===== config.mk =====
export PLATFORM = sky130hd
export DESIGN_NAME = dht_request_server
export DESIGN_NICKNAME = d
export VERILOG_FILES = /design/src/rtl/dht_pkg.sv /design/src/rtl/dht_age_timer.sv /design/src/rtl/dht_request_server.sv
export SDC_FILE = /design/constraint.sdc
export NUM_CORES = 1
export LEC_CHECK = 0
export CAP_MARGIN = 10
export CORE_MARGIN = 2
export CORE_UTILIZATION = 60
export DETAILED_ROUTE_END_ITERATION = 7
export PLACE_DENSITY = 0.85
export SYNTH_ARGS = -nofsm -noshare
export SYNTH_HDL_FRONTEND = slang
export SYNTH_SLANG_ARGS = --single-unit

===== constraint.sdc =====
create_clock -name clk -period 5.65 [get_ports clk]
set_input_delay 0.565 -clock clk [delete_from_list [all_inputs] [get_ports clk]]
set_output_delay 0.565 -clock clk [all_outputs]
set_load 0.005 [all_outputs]

===== src/rtl/dht_pkg.sv =====
// Shared codes, state encoding and data types for the DHT11 request server.
package dht_pkg;

    localparam logic [7:0] REQ_STATUS    = 8'h00;
    localparam logic [7:0] REQ_TEMP_INT  = 8'h01;
    localparam logic [7:0] REQ_HUM_INT   = 8'h02;
    localparam logic [7:0] REQ_TEMP_FRAC = 8'h03;
    localparam logic [7:0] REQ_HUM_FRAC  = 8'h04;

    localparam logic [7:0] RSP_OK         = 8'h07;
    localparam logic [7:0] RSP_TEMP_INT   = 8'h08;
    localparam logic [7:0] RSP_HUM_INT    = 8'h09;
    localparam logic [7:0] RSP_TEMP_FRAC  = 8'h0A;
    localparam logic [7:0] RSP_HUM_FRAC   = 8'h0B;
    localparam logic [7:0] RSP_SENSOR_ERR = 8'h1F;
    localparam logic [7:0] RSP_CSUM_ERR   = 8'h2F;
    localparam logic [7:0] RSP_INVALID    = 8'h3F;

    typedef enum logic [2:0] {
        StIdle,
        StDecode,
        StStart,
        StWaitDone,
        StCheck,
        StSend0,
        StSend1
    } state_e;

    typedef struct packed {
        logic [7:0] hum_int;
        logic [7:0] hum_float;
        logic [7:0] temp_int;
        logic [7:0] temp_float;
        logic [7:0] check_sum;
    } dht_data_t;

    function automatic logic checksum_ok(input dht_data_t d);
        logic [7:0] sum;
        sum = d.hum_int + d.hum_float + d.temp_int + d.temp_float;
        return sum == d.check_sum;
    endfunction

    function automatic logic code_valid(input logic [7:0] code);
        return code <= REQ_HUM_FRAC;
    endfunction

    function automatic logic [7:0] rsp_code(input logic [7:0] code);
        case (code)
            REQ_STATUS:    return RSP_OK;
            REQ_TEMP_INT:  return RSP_TEMP_INT;
            REQ_HUM_INT:   return RSP_HUM_INT;
            REQ_TEMP_FRAC: return RSP_TEMP_FRAC;
            REQ_HUM_FRAC:  return RSP_HUM_FRAC;
            default:       return RSP_INVALID;
        endcase
    endfunction

    function automatic logic [7:0] rsp_value(input dht_data_t d, input logic [7:0] code);
        case (code)
            REQ_TEMP_INT:  return d.temp_int;
            REQ_HUM_INT:   return d.hum_int;
            REQ_TEMP_FRAC: return d.temp_float;
            REQ_HUM_FRAC:  return d.hum_float;
            default:       return 8'h00;
        endcase
    endfunction

endpackage


===== src/rtl/dht_age_timer.sv =====
// Saturating age counter for the cached reading; stale once age reaches CACHE_TIME.
module dht_age_timer #(
    parameter int unsigned AGE_W      = 22,
    parameter int unsigned CACHE_TIME = 2000000
) (
    input  logic clk,
    input  logic rst_n,
    input  logic clear,
    input  logic enable,
    output logic stale
);

    logic [AGE_W-1:0] age_q;

    assign stale = age_q >= AGE_W'(CACHE_TIME);

    always_ff @(posedge clk) begin
        if (!rst_n) begin
            age_q <= '0;
        end else if (clear) begin
            age_q <= '0;
        end else if (enable && !stale) begin
            age_q <= age_q + AGE_W'(1);
        end
    end

endmodule


===== src/rtl/dht_request_server.sv =====
// Serves one-byte measurement requests from a cached DHT11 reading or a fresh
// driver read, answering with a two-byte (code, value) stream.
module dht_request_server
    import dht_pkg::*;
#(
    parameter int unsigned DONE_TIMEOUT = 25000,
    parameter int unsigned CACHE_TIME   = 2000000,
    parameter int unsigned AGE_W        = 22
) (
    input  logic       clk,
    input  logic       rst_n,
    input  logic       req_valid,
    input  logic [7:0] req_code,
    output logic       req_ready,
    output logic       dht_start,
    input  logic       dht_done,
    input  logic       dht_error,
    input  logic [7:0] hum_int,
    input  logic [7:0] hum_float,
    input  logic [7:0] temp_int,
    input  logic [7:0] temp_float,
    input  logic [7:0] check_sum,
    output logic [7:0] tx_data,
    output logic       tx_valid,
    input  logic       tx_ready
);

    localparam int unsigned TO_W = $clog2(DONE_TIMEOUT + 1);

    state_e          state_q;
    logic [7:0]      code_q;
    logic [7:0]      byte1_q;
    logic [TO_W-1:0] cnt_q;
    dht_data_t       data_q;
    logic            err_q;
    logic            cache_valid_q;
    logic            cache_stale;
    logic            csum_ok;
    logic            age_clear;

    // data_q doubles as the cache: every fresh read either validates or invalidates it
    assign csum_ok   = checksum_ok(data_q);
    assign age_clear = (state_q == StCheck) && !err_q && csum_ok;

    dht_age_timer #(
        .AGE_W     (AGE_W),
        .CACHE_TIME(CACHE_TIME)
    ) u_age_timer (
        .clk   (clk),
        .rst_n (rst_n),
        .clear (age_clear),
        .enable(cache_valid_q),
        .stale (cache_stale)
    );

    always_ff @(posedge clk) begin
        if (!rst_n) begin
            state_q       <= StIdle;
            req_ready     <= 1'b0;
            dht_start     <= 1'b0;
            tx_valid      <= 1'b0;
            tx_data       <= '0;
            code_q        <= '0;
            byte1_q       <= '0;
            cnt_q         <= '0;
            data_q        <= '0;
            err_q         <= 1'b0;
            cache_valid_q <= 1'b0;
        end else begin
            dht_start <= 1'b0;
            unique case (state_q)
                StIdle: begin
                    req_ready <= 1'b1;
                    if (req_valid && req_ready) begin
                        req_ready <= 1'b0;
                        code_q    <= req_code;
                        state_q   <= StDecode;
                    end
                end
                StDecode: begin
                    if (!code_valid(code_q)) begin
                        tx_valid <= 1'b1;
                        tx_data  <= RSP_INVALID;
                        byte1_q  <= '0;
                        state_q  <= StSend0;
                    end else if (cache_valid_q && !cache_stale) begin
                        tx_valid <= 1'b1;
                        tx_data  <= rsp_code(code_q);
                        byte1_q  <= rsp_value(data_q, code_q);
                        state_q  <= StSend0;
                    end else begin
                        dht_start <= 1'b1;
                        state_q   <= StStart;
                    end
                end
                StStart: begin
                    cnt_q   <= '0;
                    state_q <= StWaitDone;
                end
                StWaitDone: begin
                    // done takes priority over a timeout expiring in the same cycle
                    if (dht_done) begin
                        data_q  <= {hum_int, hum_float, temp_int, temp_float, check_sum};
                        err_q   <= dht_error;
                        state_q <= StCheck;
                    end else if (cnt_q == TO_W'(DONE_TIMEOUT - 1)) begin
                        cache_valid_q <= 1'b0;
                        tx_valid      <= 1'b1;
                        tx_data       <= RSP_SENSOR_ERR;
                        byte1_q       <= '0;
                        state_q       <= StSend0;
                    end else begin
                        cnt_q <= cnt_q + TO_W'(1);
                    end
                end
                StCheck: begin
                    tx_valid <= 1'b1;
                    byte1_q  <= '0;
                    state_q  <= StSend0;
                    if (err_q) begin
                        cache_valid_q <= 1'b0;
                        tx_data       <= RSP_SENSOR_ERR;
                    end else if (!csum_ok) begin
                        cache_valid_q <= 1'b0;
                        tx_data       <= RSP_CSUM_ERR;
                    end else begin
                        cache_valid_q <= 1'b1;
                        tx_data       <= rsp_code(code_q);
                        byte1_q       <= rsp_value(data_q, code_q);
                    end
                end
                StSend0: begin
                    if (tx_ready) begin
                        tx_data <= byte1_q;
                        state_q <= StSend1;
                    end
                end
                StSend1: begin
                    if (tx_ready) begin
                        tx_valid <= 1'b0;
                        tx_data  <= '0;
                        state_q  <= StIdle;
                    end
                end
                default: state_q <= StIdle;
            endcase
        end
    end

endmodule

==> results of run 1 <==
synth_stat cells, types with 7 or more instances:
library cell / n / area share (%)
or3_1: 7 / 0.74
nand3_1: 13 / 1.1
xnor2_1: 36 / 5.4
a22oi_1: 7 / 0.89
and2_1: 22 / 2.3
nand4_1: 16 / 1.7
ha_1: 10 / 2.1
a21oi_1: 60 / 5.1
mux2i_1: 15 / 2.6
nand2_1: 122 / 7.8
nor4_1: 10 / 1.1
fa_1: 14 / 4.8
a32oi_1: 7 / 1.0
dfxtp_1: 109 / 37
nand2b_1: 7 / 0.74
nor3_1: 12 / 1.0
inv_1: 21 / 1.3
xor2_1: 10 / 1.5
o21ai_0: 20 / 1.7
clkbuf_1: 33 / 2.1
and3_1: 12 / 1.3
nor2b_1: 9 / 0.96
nor2_1: 47 / 3.0
worst paths after layout:
check / start / endpoint / depth (start not counted)
worst max register to register: data_q[9]$_SDFFE_PN0P_ / u_age_timer.age_q[21]$_SDFFE_PP0P_ / 13
worst max-delay path: data_q[9]$_SDFFE_PN0P_ / u_age_timer.age_q[21]$_SDFFE_PP0P_ / 13
worst min-delay path: u_age_timer.age_q[21]$_SDFFE_PP0P_ / u_age_timer.age_q[21]$_SDFFE_PP0P_ / 1
worst min register to register: u_age_timer.age_q[21]$_SDFFE_PP0P_ / u_age_timer.age_q[21]$_SDFFE_PP0P_ / 1
layout make-up:
type / instances / area, µm² / area share, %
Clock inverter: 4 / 33.78 / 0.5005
Inverter: 21 / 78.83 / 1.168
Timing Repair Buffer: 71 / 690.7 / 10.23
Tap cell: 133 / 166.4 / 2.465
Clock buffer: 11 / 131.4 / 1.946
Multi-Input combinational cell: 532 / 3467 / 51.36
Sequential cell: 109 / 2182 / 32.33
power by group through the flow:
stage	Sequential, mW	Clock [mW]	Combinational [mW]
2_1_floorplan	0.863	0	0.380
3_3_place_gp	0.896	0	0.510
5_1_grt	0.891	0.463	0.591
3_5_place_dp	0.899	0	0.526
6_report	0.884	0.436	0.542
4_1_cts	0.881	0.438	0.529
metal layers:
metal	vias to the layer above	track usage, %
met3	32	5.695
li1	2532	-
met5	-	0
met2	174	46.45
met1	2468	33.77
met4	0	9.413
critical path, stage by stage, from the launching register on:
cell       delay [ns]
dfxtp_1          0.35
fa_1             0.53
inv_1            0.05
fa_1             0.50
inv_1            0.04
ha_1             0.22
fa_1             0.41
nand3_1          0.12
a21oi_1          0.09
or3_1            0.37
a2111oi_4        0.65
a21oi_1          0.29
buf_4            0.27
and2_1           0.16
cells by family after synthesis:
logic type      count (synthesis)
compound gates                138
xor+xnor                       48
fa+ha+maj                      24
buf+inv                        59
flops                         109
mux                            18
simple gates                  304
through the flow:
step	hold slack, ns	setup WS, ns	area (µm²)	instances	power [mW]
floorplan	0.4237	1.933	5881	700	1.243
global placement	0.4394	1.561	6573	864	1.406
detailed placement	0.4432	1.420	6573	864	1.425
CTS	0.4670	1.379	6738	879	1.849
global route	0.5093	1.263	6750	881	1.945
finish	0.4620	1.480	6750	881	1.862
registers in the layout, indices dropped and copies added, names as in the netlist:
name,cells
cache_valid_q,1
state_q,3
req_ready,1
tx_data,8
u_age_timer.age_q,22
err_q,1
tx_valid,1
data_q,40
byte1_q,8
cnt_q,15
code_q,8
dht_start,1
==> run metrics, run 1 <==
Post-DP HPWL 10060 µm; die area 10610 µm²; Max Cap Viol 0; Vias 5206; met3 WL 781 µm; Post-Synth Simple-Gate Area 25.94%; vias per inst 5.909; run status finished, final reports clean; commonest non-fill, non-tap cell in the layout nand2_1; Leak 2.421 nW; Max H-tree Level 3; count of cell types in the netlist 67; Hold Vio Cnt, Final 0; final cycle utilization of the critical path 73.81%; chip height 103 µm; antenna violations before repair 0; clk_skew 0.01608 ns; root buffer cell clkbuf_8; Sink Count 109; CTS Buf Count 9; Syn Inst Count 700; Synth async-reset ratio 0%; Cell Pwr Density 275.8 nW/µm²; clock slew at reported path FFs 0.11 ns; setup TNS 0 ns; Critical Path Fanout Max 16; Seq pwr share 47.5%; startpoint types flip-flop; io pins 65; DRT Pass-1 Iters 5; fin crit period 4.170 ns; critical path arrival 4.45 ns; CTS tree done; Fmax 239.8 MHz; first-pass GRT wire length 22830 µm; total of fill cells in the finished design 799; clock buffer depth 2; Cell Area, Synth 5881 µm²; Post-Synth Adder-Cell Area 6.894%; post-route DRC violation count 0; Diodes inserted 0; post-synthesis net count 778; internal power 1.223 mW; core area 9639 µm²; # resized after CTS 0; Slew headroom 30.46%; P_sw 0.6392 mW; vias in the first global route 4962; VDD IR-drop max 0.1369 mV; syn_area_per_cell 8.401 µm²; num rows 36; sw frac 34.33%; Final nets 822; die width 103 µm; Synth Register Bits 109; gr ovfl total 0; Worst EP required 5.93 ns; compound-cell area share of the yosys netlist 15.34%; Initial Util 61.01%; Final Core Density 70.03%; synthesis-to-layout area growth 14.79%; routability cong. 0.9270; layout cells sized above 1 4.813%; final number of setup-violating endpoints 0; r2r setup slk 1.48 ns; highest metal used met4; Post-synth EDFFs 0; largest family of logic cells by synthesized area simple AND/OR/NAND/NOR gates; CTS Hold Bufs 0; slew at the pin closest to its max-slew limit 1.035 ns; Initial DRC Count 396; Comb pwr share 29.1%; Detail Route Antenna Nets 0; total setup buffers inserted after CTS 0; insertion delay to the later sink of the worst-skew pair 0.38 ns; Main synth FF type dfxtp_1; unrepaired setup endpoints after global routing false; Wirelength per Cell 15.81 µm; clock share of power 23.4%; Post-Route M1 WL 5880 µm; Hold Path Class reg2reg; Setup crit end kind flip-flop; max-slew violation count 0; YS warnings 0; met2 wire len 6906 µm; most frequent cells in the layout 122 x nand2_1, 109 x dfxtp_1, 64 x clkdlybuf4s50_1, 60 x a21oi_1, 46 x nor2_1; largest net degree at the start of global routing 60; # port buffers 64; Post-Route WL 13930 µm; Overall Global Routing Usage 27.07%; mux contribution to synthesized area 3.128%; sequential fraction of the synthesis area 37.11%; xor-xnor portion of the synthesized cell area 7.617%; crit path kind reg2reg
(Power assumes the default switching activity.)
==> run 2, diff against run 1 <==
- CORE_UTILIZATION: 60 -> 51
- PLACE_DENSITY: 0.85 -> 0.77
- clock period: 5.65 -> 3.4 ns (I/O delays scaled with it)
==> run metrics, run 2 (synthesis gave the netlist of run 1 again) <==
total of fill cells in the finished design 935; Leak 2.620 nW; Hold Path Class reg2reg; CTS Buf Count 9; synthesis-to-layout area growth 23.11%; core area 11320 µm²; Biggest register data_q; Slew headroom 36.15%; io pins 65; commonest non-fill, non-tap cell in the layout nand2_1; Sequential cell area 2185 µm²; DRT Pass-1 Iters 7; Initial Util 51.95%; Initial DRC Count 313; clk_skew 0.008435 ns; P_sw 1.103 mW; clock slew at reported path FFs 0.07 ns; Detail Route Antenna Nets 0; Sink Count 109; largest registers data_q (40), u_age_timer.age_q (22), cnt_q (15); Final nets 844; Hold Vio Cnt, Final 0; insertion delay to the later sink of the worst-skew pair 0.36 ns; final cycle utilization of the critical path 99.80%; CTS tree done; unrepaired setup endpoints after global routing true; Seq pwr share 41.7%; final number of setup-violating endpoints 0; sw frac 31.11%; Worst EP required 3.65 ns; Final Core Density 63.95%; Max Cap Viol 0; vias per inst 5.780; Wirelength per Cell 16.19 µm; fin crit period 3.393 ns; pre-CTS setup slack -0.1280 ns; startpoint types flip-flop; # port buffers 64; Diodes inserted 0; root buffer cell clkbuf_16; crit path kind reg2reg; die width 111.4 µm; Critical Path Fanout Max 6; Overall Global Routing Usage 24.08%; most frequent cells in the layout 122 x nand2_1, 107 x dfxtp_1, 64 x clkdlybuf4s50_1, 55 x a21oi_1, 46 x nor2_1; Max H-tree Level 3; critical path arrival 3.64 ns; antenna violations before repair 0; Largest register FFs 40; post-route DRC violation count 0; clock share of power 31.0%; die area 12410 µm²; Vias 5283; Multi-input gate area 3630 µm²; Pwr Total 3.545 mW; largest net degree at the start of global routing 59; run status finished, final reports clean; Cell Pwr Density 489.7 nW/µm²; vias in the first global route 5194; chip height 111.4 µm; first-pass GRT wire length 24520 µm; clock buffer depth 2; routability cong. 0.8648; Post-Route WL 14800 µm; internal power 2.442 mW; Setup crit end kind flip-flop; num rows 39; setup ws final 0.006733 ns; max-slew violation count 0; gr ovfl total 0; layout cells sized above 1 11.15%; slew at the pin closest to its max-slew limit 0.9504 ns; VDD IR-drop max 0.4416 mV; Post-DP HPWL 10380 µm; Comb pwr share 27.3%; CTS Hold Bufs 0; Fmax 294.7 MHz
## run 2: critical path, cell delays in order (launching register included)
cell,delay (ns)
dfxtp_2,0.33
fa_1,0.53
inv_1,0.05
fa_1,0.49
inv_2,0.06
ha_4,0.16
fa_2,0.36
nand3_2,0.10
a21oi_2,0.06
or3_4,0.34
a2111oi_4,0.31
buf_6,0.21
a21oi_4,0.10
and2_1,0.18
## run 2: what timing repair did
action	4_1_cts	5_1_grt
pin swaps	4	11
hold endpoints to repair	0	0
gates cloned	2	2
setup buffers	1	2
setup endpoints to repair	33	37
gates resized for setup	7	24
## run 2: stage by stage
step | setup TNS [ns] | area (µm²) | hold WS, ns | instances
after CTS | 0 | 7107 | 0.4654 | 910
final | 0 | 7239 | 0.4757 | 914
after detailed placement | -2.435 | 6729 | 0.4458 | 891
after global routing | -2.601 | 7239 | 0.5024 | 914
after floorplan | -1.902 | 5899 | 0.4260 | 700
after global placement | -1.323 | 6729 | 0.4403 | 891
## run 2: area by class of cell
cell class | count | area share [%]
inverters | 21 | 1.089
multi-input cells | 535 | 50.14
repair buffers | 90 | 11.70
flip-flops and latches | 109 | 30.18
well taps | 143 | 2.471
clock buffers | 12 | 3.681
clock inverters | 4 | 0.7432
## run 2: layer usage
layer	track usage (%)	part of all wire [%]	up-vias
met5	0	0	-
met4	8.560	1.9	0
met3	5.825	5.3	21
met2	41.54	50	150
met1	29.46	43	2521
li1	-	-	2591
## run 2: final timing paths
kind	slack (ns)	startpoint	end	depth (start not counted)
worst max-delay path	0.007	data_q[25]$_SDFFE_PN0P_	u_age_timer.age_q[3]$_SDFFE_PP0P_	13
worst max register to register	0.007	data_q[25]$_SDFFE_PN0P_	u_age_timer.age_q[3]$_SDFFE_PP0P_	13
worst min register to register	0.48	data_q[38]$_SDFFE_PN0P_	data_q[38]$_SDFFE_PN0P_	2
worst min-delay path	0.48	data_q[38]$_SDFFE_PN0P_	data_q[38]$_SDFFE_PN0P_	2
## run 2: power groups by stage
stage	registers (mW)	clock network [mW]	logic, mW
3_5_place_dp	1.51	0	0.903
3_3_place_gp	1.50	0	0.890
2_1_floorplan	1.43	0	0.634
4_1_cts	1.48	1.13	0.933
6_report	1.48	1.10	0.969
5_1_grt	1.49	1.18	1.06
